## src/rtl/hazard_unit.sv

```systemverilog
// Pipeline hazard unit: forwarding selects, load-use stall, branch flush,
// and saturating stall/flush event counters for a 5-stage in-order core.
module hazard_unit #(
  parameter int unsigned REG_AW = 3,
  parameter int unsigned CNT_W  = 16
) (
  input  logic              clk,
  input  logic              rst_n,
  input  logic              id_valid,
  input  logic [REG_AW-1:0] id_rs1,
  input  logic [REG_AW-1:0] id_rs2,
  input  logic [REG_AW-1:0] id_rd,
  input  logic              id_reg_write,
  input  logic              id_mem_read,
  input  logic              branch_taken,
  output logic [1:0]        fwd_a,
  output logic [1:0]        fwd_b,
  output logic              stall,
  output logic              pc_write,
  output logic              ifid_write,
  output logic              flush_if,
  output logic              flush_id,
  output logic [CNT_W-1:0]  stall_count,
  output logic [CNT_W-1:0]  flush_count
);

  typedef enum logic [1:0] {
    FWD_RF  = 2'b00,
    FWD_MEM = 2'b01,
    FWD_WB  = 2'b10
  } fwd_sel_e;

  logic [REG_AW-1:0] ex_rs1, ex_rs2, ex_rd, mem_rd, wb_rd;
  logic              ex_reg_write, ex_mem_read, mem_reg_write, wb_reg_write;
  logic              ex_load_id;
  fwd_sel_e          sel_a, sel_b;

  // A slot only forwards if it writes a register other than r0.
  logic mem_fwd_ok, wb_fwd_ok;
  assign mem_fwd_ok = mem_reg_write && (mem_rd != '0);
  assign wb_fwd_ok  = wb_reg_write  && (wb_rd  != '0);

  always_comb begin
    sel_a = FWD_RF;
    sel_b = FWD_RF;
    if (mem_fwd_ok && (mem_rd == ex_rs1))     sel_a = FWD_MEM;
    else if (wb_fwd_ok && (wb_rd == ex_rs1))  sel_a = FWD_WB;
    if (mem_fwd_ok && (mem_rd == ex_rs2))     sel_b = FWD_MEM;
    else if (wb_fwd_ok && (wb_rd == ex_rs2))  sel_b = FWD_WB;
  end

  assign fwd_a = sel_a;
  assign fwd_b = sel_b;

  // Flush wins over load-use: a taken branch squashes the dependent ID instruction anyway.
  always_comb begin
    stall = 1'b0;
    if (ex_mem_read && (ex_rd != '0) && id_valid && !branch_taken &&
        ((ex_rd == id_rs1) || (ex_rd == id_rs2)))
      stall = 1'b1;
  end

  assign pc_write   = !stall;
  assign ifid_write = !stall;
  assign flush_if   = branch_taken;
  assign flush_id   = branch_taken;
  assign ex_load_id = id_valid && !stall && !branch_taken;

  always_ff @(posedge clk or negedge rst_n) begin
    if (!rst_n) begin
      ex_rs1        <= '0;
      ex_rs2        <= '0;
      ex_rd         <= '0;
      ex_reg_write  <= 1'b0;
      ex_mem_read   <= 1'b0;
      mem_rd        <= '0;
      mem_reg_write <= 1'b0;
      wb_rd         <= '0;
      wb_reg_write  <= 1'b0;
    end else begin
      wb_rd         <= mem_rd;
      wb_reg_write  <= mem_reg_write;
      mem_rd        <= ex_rd;
      mem_reg_write <= ex_reg_write;
      if (ex_load_id) begin
        ex_rs1       <= id_rs1;
        ex_rs2       <= id_rs2;
        ex_rd        <= id_rd;
        ex_reg_write <= id_reg_write;
        ex_mem_read  <= id_mem_read;
      end else begin
        ex_rs1       <= '0;
        ex_rs2       <= '0;
        ex_rd        <= '0;
        ex_reg_write <= 1'b0;
        ex_mem_read  <= 1'b0;
      end
    end
  end

  always_ff @(posedge clk or negedge rst_n) begin
    if (!rst_n) begin
      stall_count <= '0;
      flush_count <= '0;
    end else begin
      if (stall && (stall_count != '1))
        stall_count <= stall_count + 1'b1;
      if (branch_taken && (flush_count != '1))
        flush_count <= flush_count + 1'b1;
    end
  end

endmodule

```

## config.mk

```make
export PLATFORM = sky130hd
export DESIGN_NAME = hazard_unit
export DESIGN_NICKNAME = d
export VERILOG_FILES = /design/src/rtl/hazard_unit.sv
export SDC_FILE = /design/constraint.sdc
export NUM_CORES = 1
export LEC_CHECK = 0
export CORE_ASPECT_RATIO = 0.75
export CORE_MARGIN = 4
export CORE_UTILIZATION = 49
export DETAILED_ROUTE_END_ITERATION = 16
export PLACE_DENSITY = 0.9
export SLEW_MARGIN = 15
export SYNTH_ARGS = -nofsm -noshare
export SYNTH_HDL_FRONTEND = slang
export SYNTH_SLANG_ARGS = --single-unit
```

## constraint.sdc

```tcl
create_clock -name clk -period 2.8 [get_ports clk]
set_clock_uncertainty 0.1 [all_clocks]
set_input_delay 0.56 -clock clk [delete_from_list [all_inputs] [get_ports clk]]
set_output_delay 0.56 -clock clk [all_outputs]
set_load 0.02 [all_outputs]
```

## After elaboration in Yosys (flattened, before gate mapping)

Index checks and enable logic that the tools add are counted.
Widths: inputs -> output; s select.

- Register bits after elaboration: 51
- Bits in latches: 0
- Bits in writable memories: 0
- Bits in read-only memories: 0
- Input port bits: 15
- Output and inout bits: 41
- Word-level logic and storage cells: 51
- Memories: 0

- $add $sub $neg: 2
- Multipliers: 0
- Div/mod/pow operators: 0
- Magnitude comparators: 0
- Equal/unequal tests: 8
- Shift-type cells: 0
- Mux-type cells: 10
- Bitwise operators: 0
- Reduce and logical (&&, ||, !) cells: 20

Operators with widths:

| operator | number |
|---|---|
| $add 16x1->16 const B | 2 |
| $ne 16x16->1 const B | 2 |
| $eq 3x3->1 | 6 |
| $logic_and 1x1->1 | 14 |
| $mux 3 | 3 |
| $reduce_bool 3->1 | 3 |
| $mux 2 | 4 |
| $mux 1 | 3 |
| $logic_not 1->1 | 2 |
| $logic_or 1x1->1 | 1 |

## Logic depth before layout (Yosys ltp)

Gate-level depths: netlist of the first run.

- Depth in word-level cells: 10
- Mapped depth: 7
- Gate-level depth less buffers: 6

## Worst setup path after synthesis of the first run

Ideal clock, no wire load.

- Kind: in2out
- Start point: in id_valid
- End point: out pc_write
- Arrival time: 1.630 ns
- Required time: 2.140 ns
- Slack: 0.510 ns
- Stages: 5
- Buffers on the path: 1
- Cells stage by stage: nor2b_1 > o311ai_0 > a21oi_2 > inv_1 > buf_4

- Longest elaborated chain between the ends: 5

RTL lines:

| what | line | RTL |
|---|---|---|
| from (decl) | 9 | `input logic id_valid,` |
| $logic_and 1x1->1 (3 in a row) | 58 | `if (ex_mem_read && (ex_rd != '0) && id_valid && !branch_taken &&` |
| $mux 1 | 58 |  |
| named net stall | 18 | `output logic stall,` |
| $logic_not 1->1 | -- |  |
| to (decl) | 19 | `output logic pc_write,` |

The timed path passes the listed nets, and every way through them passes these cells.

## Worst setup path after layout of the first run

- Start point: in branch_taken
- End point: out ifid_write

- Longest elaborated chain between the ends: 5

RTL lines:

| what | line | RTL |
|---|---|---|
| from (decl) | 15 | `input logic branch_taken,` |
| $logic_not 1->1 | 58 |  |
| $logic_and 1x1->1 (2 in a row) | 58 |  |
| $mux 1 | 58 |  |
| $logic_not 1->1 | 64 | `assign ifid_write = !stall;` |
| to (decl) | 20 | `output logic ifid_write,` |

No other way between the ends.

==> reports/qor.log, run 1 <==
INFO  sta            maxSlewViolCount=0
INFO  worst_setup_path timing.rr.end=stall_count[1]
INFO  sta            report.final.hold_viol_count=0
INFO  clocking       numCtsBuffers=5
INFO  detailed_routing num_vias=1710
INFO  global_routing grt_overflow_total=0
INFO  synth          seq_area_frac_synth=54.8%
INFO  detailed_routing viasPerCell=5.21
INFO  clocking       cts_tree=done
INFO  synth          yosys.cell_count.top_type=sky130_fd_sc_hd__dfrtp_1
INFO  worst_setup_path crit_end_category=output pin
INFO  detailed_routing detailedRoute.firstIterationViolations=76
INFO  global_routing grt_max_degree=24
INFO  synth          top_area_cell_type_share_of_the_netlist_area=54.8%
INFO  placed_design  globalplace.congestion=0.778
INFO  worst_setup_path critical-path-slowest-cell=sky130_fd_sc_hd__clkdlybuf4s50_1
INFO  finish         layout.filler_cells=354
INFO  placed_design  detailed_place_hpwl=3530um
INFO  floorplanning  die_area=5930um2
INFO  synth          mappedNetlistNets=223
INFO  detailed_routing postRouteAntennaNets=0
INFO  worst_setup_path timing.rr.start=stall_count[3]
INFO  synth          ys_top_cells_by_count=sky130_fd_sc_hd__dfrtp_1 (51), sky130_fd_sc_hd__xnor2_1 (31), sky130_fd_sc_hd__nand3_1 (17), sky130_fd_sc_hd__and2_1 (12), sky130_fd_sc_hd__xor2_1 (11)
INFO  finish         antenna_cells=0
INFO  global_routing first_global_vias=1694
INFO  worst_setup_path critical_path_class=input pin to output pin
INFO  sta            timing.fmax=385MHz
INFO  synth          register_bit_total_from_synthesis=51
INFO  synth          yosys_warnings=0
INFO  run_status     status=finished clean
INFO  clocking       cts-root-to-sink-buffers=2
INFO  worst_setup_path crit_chain=clkdlybuf4s50_1 -> nor2b_1 -> o311ai_0 -> a21oi_2 -> inv_1 -> dlygate4sd2_1
INFO  sta            layout_min_cycle_time=2.60ns
INFO  synth          netlist_area=2330um2
INFO  synth          cells_after_synth=206
INFO  worst_setup_path critPathLaunch=branch_taken
INFO  worst_setup_path worst-endpoint-arrival=1.94ns
INFO  finish         area_taken_by_multi_input_logic_gates=987um2
INFO  power_and_ir_drop p_total=1670uW
INFO  finish         final-seq-area=1280um2
INFO  power_and_ir_drop cell_leakage_power=0.00139uW
INFO  detailed_routing drc=0
INFO  floorplanning  std_cell_rows=21
INFO  sta            worstMarginPinSlew=0.864ns
INFO  detailed_routing routed_wire_length_per_instance=14.3um
INFO  power_and_ir_drop ir_worst_vdd=0.000542V
INFO  placed_design  port-buffer-count=55
INFO  detailed_routing drt-pass1-iter-count=4
INFO  finish         syn_to_final_growth=31.6%
INFO  synth          synth.top_cells.by_area=sky130_fd_sc_hd__dfrtp_1 (55%), sky130_fd_sc_hd__xnor2_1 (12%), sky130_fd_sc_hd__xor2_1 (4.1%), sky130_fd_sc_hd__nand3_1 (3.7%), sky130_fd_sc_hd__and2_1 (3.2%)
INFO  floorplanning  die_w=87.6um
INFO  synth          netlist.top_cell.by_area=sky130_fd_sc_hd__dfrtp_1
INFO  synth          post_synth_num_cell_types=32
INFO  global_routing grt_usage=17.5%
INFO  global_routing grt_antenna_before_repair=0
INFO  clocking       cts.root.buffer_cell=sky130_fd_sc_hd__clkbuf_8
INFO  clocking       clkLatencyLatePin=0.30ns
INFO  detailed_routing detail_route.wirelength=4680um
INFO  finish         layout-drive-gt1-share=7.38%
INFO  worst_setup_path worstPathMaxFanout=3
INFO  clocking       cts.repair_timing.setup_buffer_count=0
INFO  floorplanning  ios=56
INFO  clocking       hold_buffers=0
INFO  floorplanning  fp.dieH=67.7um
INFO  finish         layout.nets=287
INFO  flow_run       maxCapViolCount=0
INFO  floorplanning  starting_density=51.5%
INFO  placed_design  place_worst_setup_slack=-0.0334ns
INFO  synth          synthFlopType=sky130_fd_sc_hd__dfrtp_1
INFO  power_and_ir_drop power_per_cell_area=547nW/um2
INFO  synth          asyncSetResetFlopFracSynth=100%
INFO  sta            rsz0062_at_grt=false
INFO  worst_setup_path worst-r2r-setup-slack=0.31ns
INFO  sta            slew_headroom=42.2%
INFO  worst_setup_path ff2ff_path_depth=4
INFO  sta            timing.final.crit_share=92.8%
INFO  worst_setup_path timing.critical_path.slowest_cell_delay=0.46ns
INFO  global_routing first_pass_grt_wire_length=7890um
INFO  sta            final_setup_margin=0.200ns
INFO  worst_setup_path cp_data_required_time=2.14ns
INFO  synth          synth_enable_flop_cells=0
INFO  synth          synth.avg_cell_area=11.3um2
INFO  floorplanning  coreArea=4520um2
INFO  min_path       min-delay-path-class=input pin to async pin
INFO  clocking       cts.htree.levels=2
INFO  worst_setup_path startpoint_type=input pin
INFO  clocking       clock_sink_count=51
INFO  sta            setup-violations-final=0
INFO  clocking       cts.clk_slew.worst_paths=0.09ns
==> cell type report <==
cell class                      count  area share (%)
Tap cell                           57            2.33
Inverter                            7           0.858
Sequential cell                    51            41.7
Multi-Input combinational cell    143            32.2
Timing Repair Buffer               62            19.6
Clock buffer                        8            3.27
==> logic make-up after synthesis <==
| logic type | Yosys count | synth area share (%) |
|---|---|---|
| buf+inv | 12 | 2.74 |
| xor+xnor | 42 | 15.8 |
| simple gates | 84 | 19.9 |
| compound gates | 13 | 4.68 |
| fa+ha+maj | 2 | 1.08 |
| flops | 51 | 54.8 |
| mux | 2 | 0.968 |
==> what timing repair did <==
action | in CTS | in global routing
gates resized for setup | 4 | 3
endpoints found under the setup margin | 4 | 3
endpoints found under the hold margin | 0 | 0
==> how the worst max path moves through the flow <==
stage	endpoint	slack (ns)	cells past startpoint
2_1_floorplan	pc_write	0.51	5
3_3_place_gp	stall	-0.04	5
3_5_place_dp	ifid_write	-0.03	6
4_1_cts	fwd_a[1]	0.009	7
5_1_grt	stall_count[13]	0.12	5
6_report	ifid_write	0.20	6
==> layer usage <==
layer  vias to the layer above  routed length [um]  track usage, %
li1                        840                   -               -
met1                       814                2130            23.9
met2                        45                2190            26.5
met3                        11                 258            5.00
met4                         0                  99            6.51
met5                         -                   0               0
==> through the flow <==
step           hold slack, ns  cells  cell area, um2  utilization [%]  TNS, ns
2_1_floorplan           0.164    206            2330                -        0
3_3_place_gp            0.233    320            2960             65.5  -0.0508
3_5_place_dp            0.235    320            2960             65.5  -0.0849
4_1_cts                0.0498    328            3050             67.6        0
5_1_grt                0.0652    328            3060             67.7        0
6_report               0.0470    328            3060             67.7        0
==> critical path, delay by kind of cell <==
family	cells	cell delay [ns]
buffers and inverters	3	0.87
AO/OA/AOI/OAI	2	0.37
AND/OR/NAND/NOR	1	0.15
==> sequential cells by signal, indices dropped and copies added (netlist names), 3 cells and up <==
name,count
flush_count,16
wb_rd,3
stall_count,16
ex_rs2,3
ex_rd,3
ex_rs1,3
mem_rd,3
==> placed cells by master (no fill, tap or decap), types with 2 or more instances in the layout <==
cell	n
sky130_fd_sc_hd__buf_4	7
sky130_fd_sc_hd__dlygate4sd2_1	4
sky130_fd_sc_hd__xnor2_1	31
sky130_fd_sc_hd__nor2b_1	2
sky130_fd_sc_hd__nor4_1	5
sky130_fd_sc_hd__o21a_1	2
sky130_fd_sc_hd__ha_1	2
sky130_fd_sc_hd__nand3_1	17
sky130_fd_sc_hd__o31ai_1	3
sky130_fd_sc_hd__and4_1	3
sky130_fd_sc_hd__clkbuf_8	7
sky130_fd_sc_hd__dfrtp_1	51
sky130_fd_sc_hd__inv_1	7
sky130_fd_sc_hd__nor3_1	10
sky130_fd_sc_hd__and2_1	12
sky130_fd_sc_hd__nand4_1	7
sky130_fd_sc_hd__nand2b_1	2
sky130_fd_sc_hd__and3_1	5
sky130_fd_sc_hd__nor2_1	7
sky130_fd_sc_hd__xor2_1	11
sky130_fd_sc_hd__clkdlybuf4s50_1	47
sky130_fd_sc_hd__nand2_1	10
sky130_fd_sc_hd__a21oi_1	4
sky130_fd_sc_hd__dlymetal6s2s_1	3
==> report_power, final <==
group          leakage (uW)  total (uW)  internal (uW)  switching [uW]
sequential         0.000674         874            800            74.4
combinational      0.000667         349            186             163
clock             0.0000515         451            226             226
total               0.00139        1670           1210             463
Power figures use the tool's default switching activity.
==> inputs of run 2 (changes only) <==
--- a/config.mk
+++ b/config.mk
@@ -5,8 +5,8 @@
 export SDC_FILE = /design/constraint.sdc
 export NUM_CORES = 1
 export LEC_CHECK = 0
+export CAP_MARGIN = 25
 export CORE_ASPECT_RATIO = 0.75
-export CORE_MARGIN = 4
 export CORE_UTILIZATION = 49
 export DETAILED_ROUTE_END_ITERATION = 16
 export PLACE_DENSITY = 0.9
==> reports/qor.log, run 2 (synthesized netlist as in run 1, its figures left out) <==
INFO  run_status     status=finished clean
INFO  worst_setup_path ff2ff_path_depth=4
INFO  worst_setup_path cp_data_required_time=2.14ns
INFO  sta            setup-violations-final=0
INFO  clocking       cts.root.buffer_cell=sky130_fd_sc_hd__clkbuf_8
INFO  finish         antenna_cells=0
INFO  clocking       cts_tree=done
INFO  sta            timing.fmax=374MHz
INFO  min_path       min-delay-path-class=input pin to async pin
INFO  detailed_routing num_vias=1678
INFO  global_routing first_global_vias=1489
INFO  sta            report.final.hold_viol_count=0
INFO  worst_setup_path crit_end_category=output pin
INFO  placed_design  place_worst_setup_slack=-0.0787ns
INFO  finish         reg.largest.list=flush_count (16), stall_count (16)
INFO  global_routing grt_max_degree=52
INFO  sta            slew_headroom=44.0%
INFO  placed_design  detailed_place_hpwl=3280um
INFO  floorplanning  die_area=5030um2
INFO  worst_setup_path worst-r2r-setup-slack=0.30ns
INFO  placed_design  port-buffer-count=55
INFO  detailed_routing drt-pass1-iter-count=4
INFO  worst_setup_path critical_path_class=input pin to output pin
INFO  worst_setup_path timing.critical_path.slowest_cell_delay=0.46ns
INFO  detailed_routing drc=0
INFO  global_routing grt_overflow_total=0
INFO  detailed_routing routed_wire_length_per_instance=13.8um
INFO  floorplanning  fp.dieH=61.7um
INFO  worst_setup_path timing.rr.start=stall_count[3]
INFO  floorplanning  starting_density=51.5%
INFO  power_and_ir_drop ir_worst_vdd=0.000452V
INFO  detailed_routing postRouteAntennaNets=0
INFO  sta            layout_min_cycle_time=2.67ns
INFO  floorplanning  die_w=81.6um
INFO  detailed_routing detailedRoute.firstIterationViolations=38
INFO  finish         layout.filler_cells=355
INFO  global_routing first_pass_grt_wire_length=7110um
INFO  clocking       cts.clk_slew.worst_paths=0.09ns
INFO  sta            maxSlewViolCount=0
INFO  sta            final_setup_margin=0.129ns
INFO  sta            timing.final.crit_share=95.4%
INFO  worst_setup_path worst-endpoint-arrival=2.01ns
INFO  global_routing grt_antenna_before_repair=0
INFO  clocking       clock_sink_count=51
INFO  finish         layout.nets=285
INFO  flow_run       maxCapViolCount=0
INFO  floorplanning  std_cell_rows=21
INFO  finish         final_common_cell=sky130_fd_sc_hd__dfrtp_1
INFO  worst_setup_path startpoint_type=input pin
INFO  clocking       cts-root-to-sink-buffers=2
INFO  detailed_routing detail_route.wirelength=4500um
INFO  power_and_ir_drop power_per_cell_area=567nW/um2
INFO  detailed_routing viasPerCell=5.15
INFO  floorplanning  coreArea=4520um2
INFO  global_routing grt_usage=19.0%
INFO  worst_setup_path critPathLaunch=branch_taken
INFO  finish         syn_to_final_growth=31.8%
INFO  floorplanning  ios=56
INFO  sta            worstMarginPinSlew=0.837ns
INFO  placed_design  placed_area=2940um2
INFO  clocking       cts.htree.levels=2
INFO  worst_setup_path crit_chain=clkdlybuf4s50_1 -> nor2b_1 -> o311ai_0 -> a21oi_2 -> inv_1 -> dlygate4sd2_1
INFO  placed_design  globalplace.congestion=0.813
INFO  worst_setup_path worstPathMaxFanout=3
INFO  clocking       hold_buffers=0
INFO  clocking       clkLatencyLatePin=0.30ns
INFO  worst_setup_path critical-path-slowest-cell=sky130_fd_sc_hd__clkdlybuf4s50_1
INFO  sta            rsz0062_at_grt=false
INFO  finish         layout.cells.most_common_list=sky130_fd_sc_hd__dfrtp_1 (51), sky130_fd_sc_hd__clkdlybuf4s50_1 (47), sky130_fd_sc_hd__xnor2_1 (31)
INFO  finish         finish.instance_area=3070um2
INFO  power_and_ir_drop cell_leakage_power=0.00141uW
INFO  placed_design  placed_instances=318
INFO  clocking       numCtsBuffers=5
INFO  finish         finalNonFillerCells=326
INFO  finish         layout-drive-gt1-share=7.06%
INFO  worst_setup_path timing.rr.end=stall_count[1]
==> run 2: what timing repair did <==
item,in CTS,in global routing
endpoints found under the setup margin,3,4
pin swaps,0,0
buffers inserted,0,0
hold endpoints to repair,0,0
gates resized for setup,3,4
==> run 2: report_power, final <==
group	leakage (uW)	total [uW]	switching [uW]	internal, uW
clock	0.0000612	516	227	289
sequential	0.000674	876	76.4	800
combinational	0.000671	348	163	185
total	0.00141	1740	466	1270
==> run 2: metal layers <==
metal / vias to the layer above / track usage, % / routed length [um]
met1: 808 / 27.1 / 2160
met2: 37 / 29.5 / 2110
met3: 5 / 5.63 / 207
met5: - / 0 / 0
li1: 828 / - / -
met4: 0 / 3.01 / 19
==> run 2: final cells by class <==
class                      instances  area (um2)  area share, %
clock buffer                       6        82.6           2.69
clock inverter                     2        35.0           1.14
timing repair buffer              60         589           19.2
inverter                           7        26.3          0.856
multi-input combinational        143         987           32.2
sequential                        51        1280           41.6
tap                               57        71.3           2.32
==> run 2: worst max path at each step <==
stage,endpoint,depth (start not counted)
after global routing,pc_write,6
after global placement,stall,5
after detailed placement,pc_write,6
after floorplan,pc_write,5
after CTS,fwd_b[1],7
final,pc_write,6
==> run 2: stage by stage <==
stage	hold WS, ns	utilization, %	total power, uW	TNS, ns
6_report	0.254	67.9	1740	0
5_1_grt	0.269	67.9	1820	0
3_5_place_dp	0.235	65.1	1240	-0.215
2_1_floorplan	0.164	-	1060	0
3_3_place_gp	0.234	65.1	1220	-0.0432
4_1_cts	0.254	67.7	1760	0
==> run 2: critical path, delay by kind of cell <==
| kind | cells | cell delay, ns |
|---|---|---|
| buf+inv | 3 | 0.89 |
| compound gates | 2 | 0.41 |
| simple gates | 1 | 0.16 |
==> inputs of run 3 (changes only) <==
--- a/config.mk
+++ b/config.mk
@@ -9,8 +9,8 @@
 export CORE_ASPECT_RATIO = 0.75
 export CORE_UTILIZATION = 49
 export DETAILED_ROUTE_END_ITERATION = 16
+export GPL_ROUTABILITY_DRIVEN = 0
 export PLACE_DENSITY = 0.9
-export SLEW_MARGIN = 15
 export SYNTH_ARGS = -nofsm -noshare
 export SYNTH_HDL_FRONTEND = slang
 export SYNTH_SLANG_ARGS = --single-unit
==> results of run 3 <==
No change in the layout: final DEF, timing and power equal those of run 2.
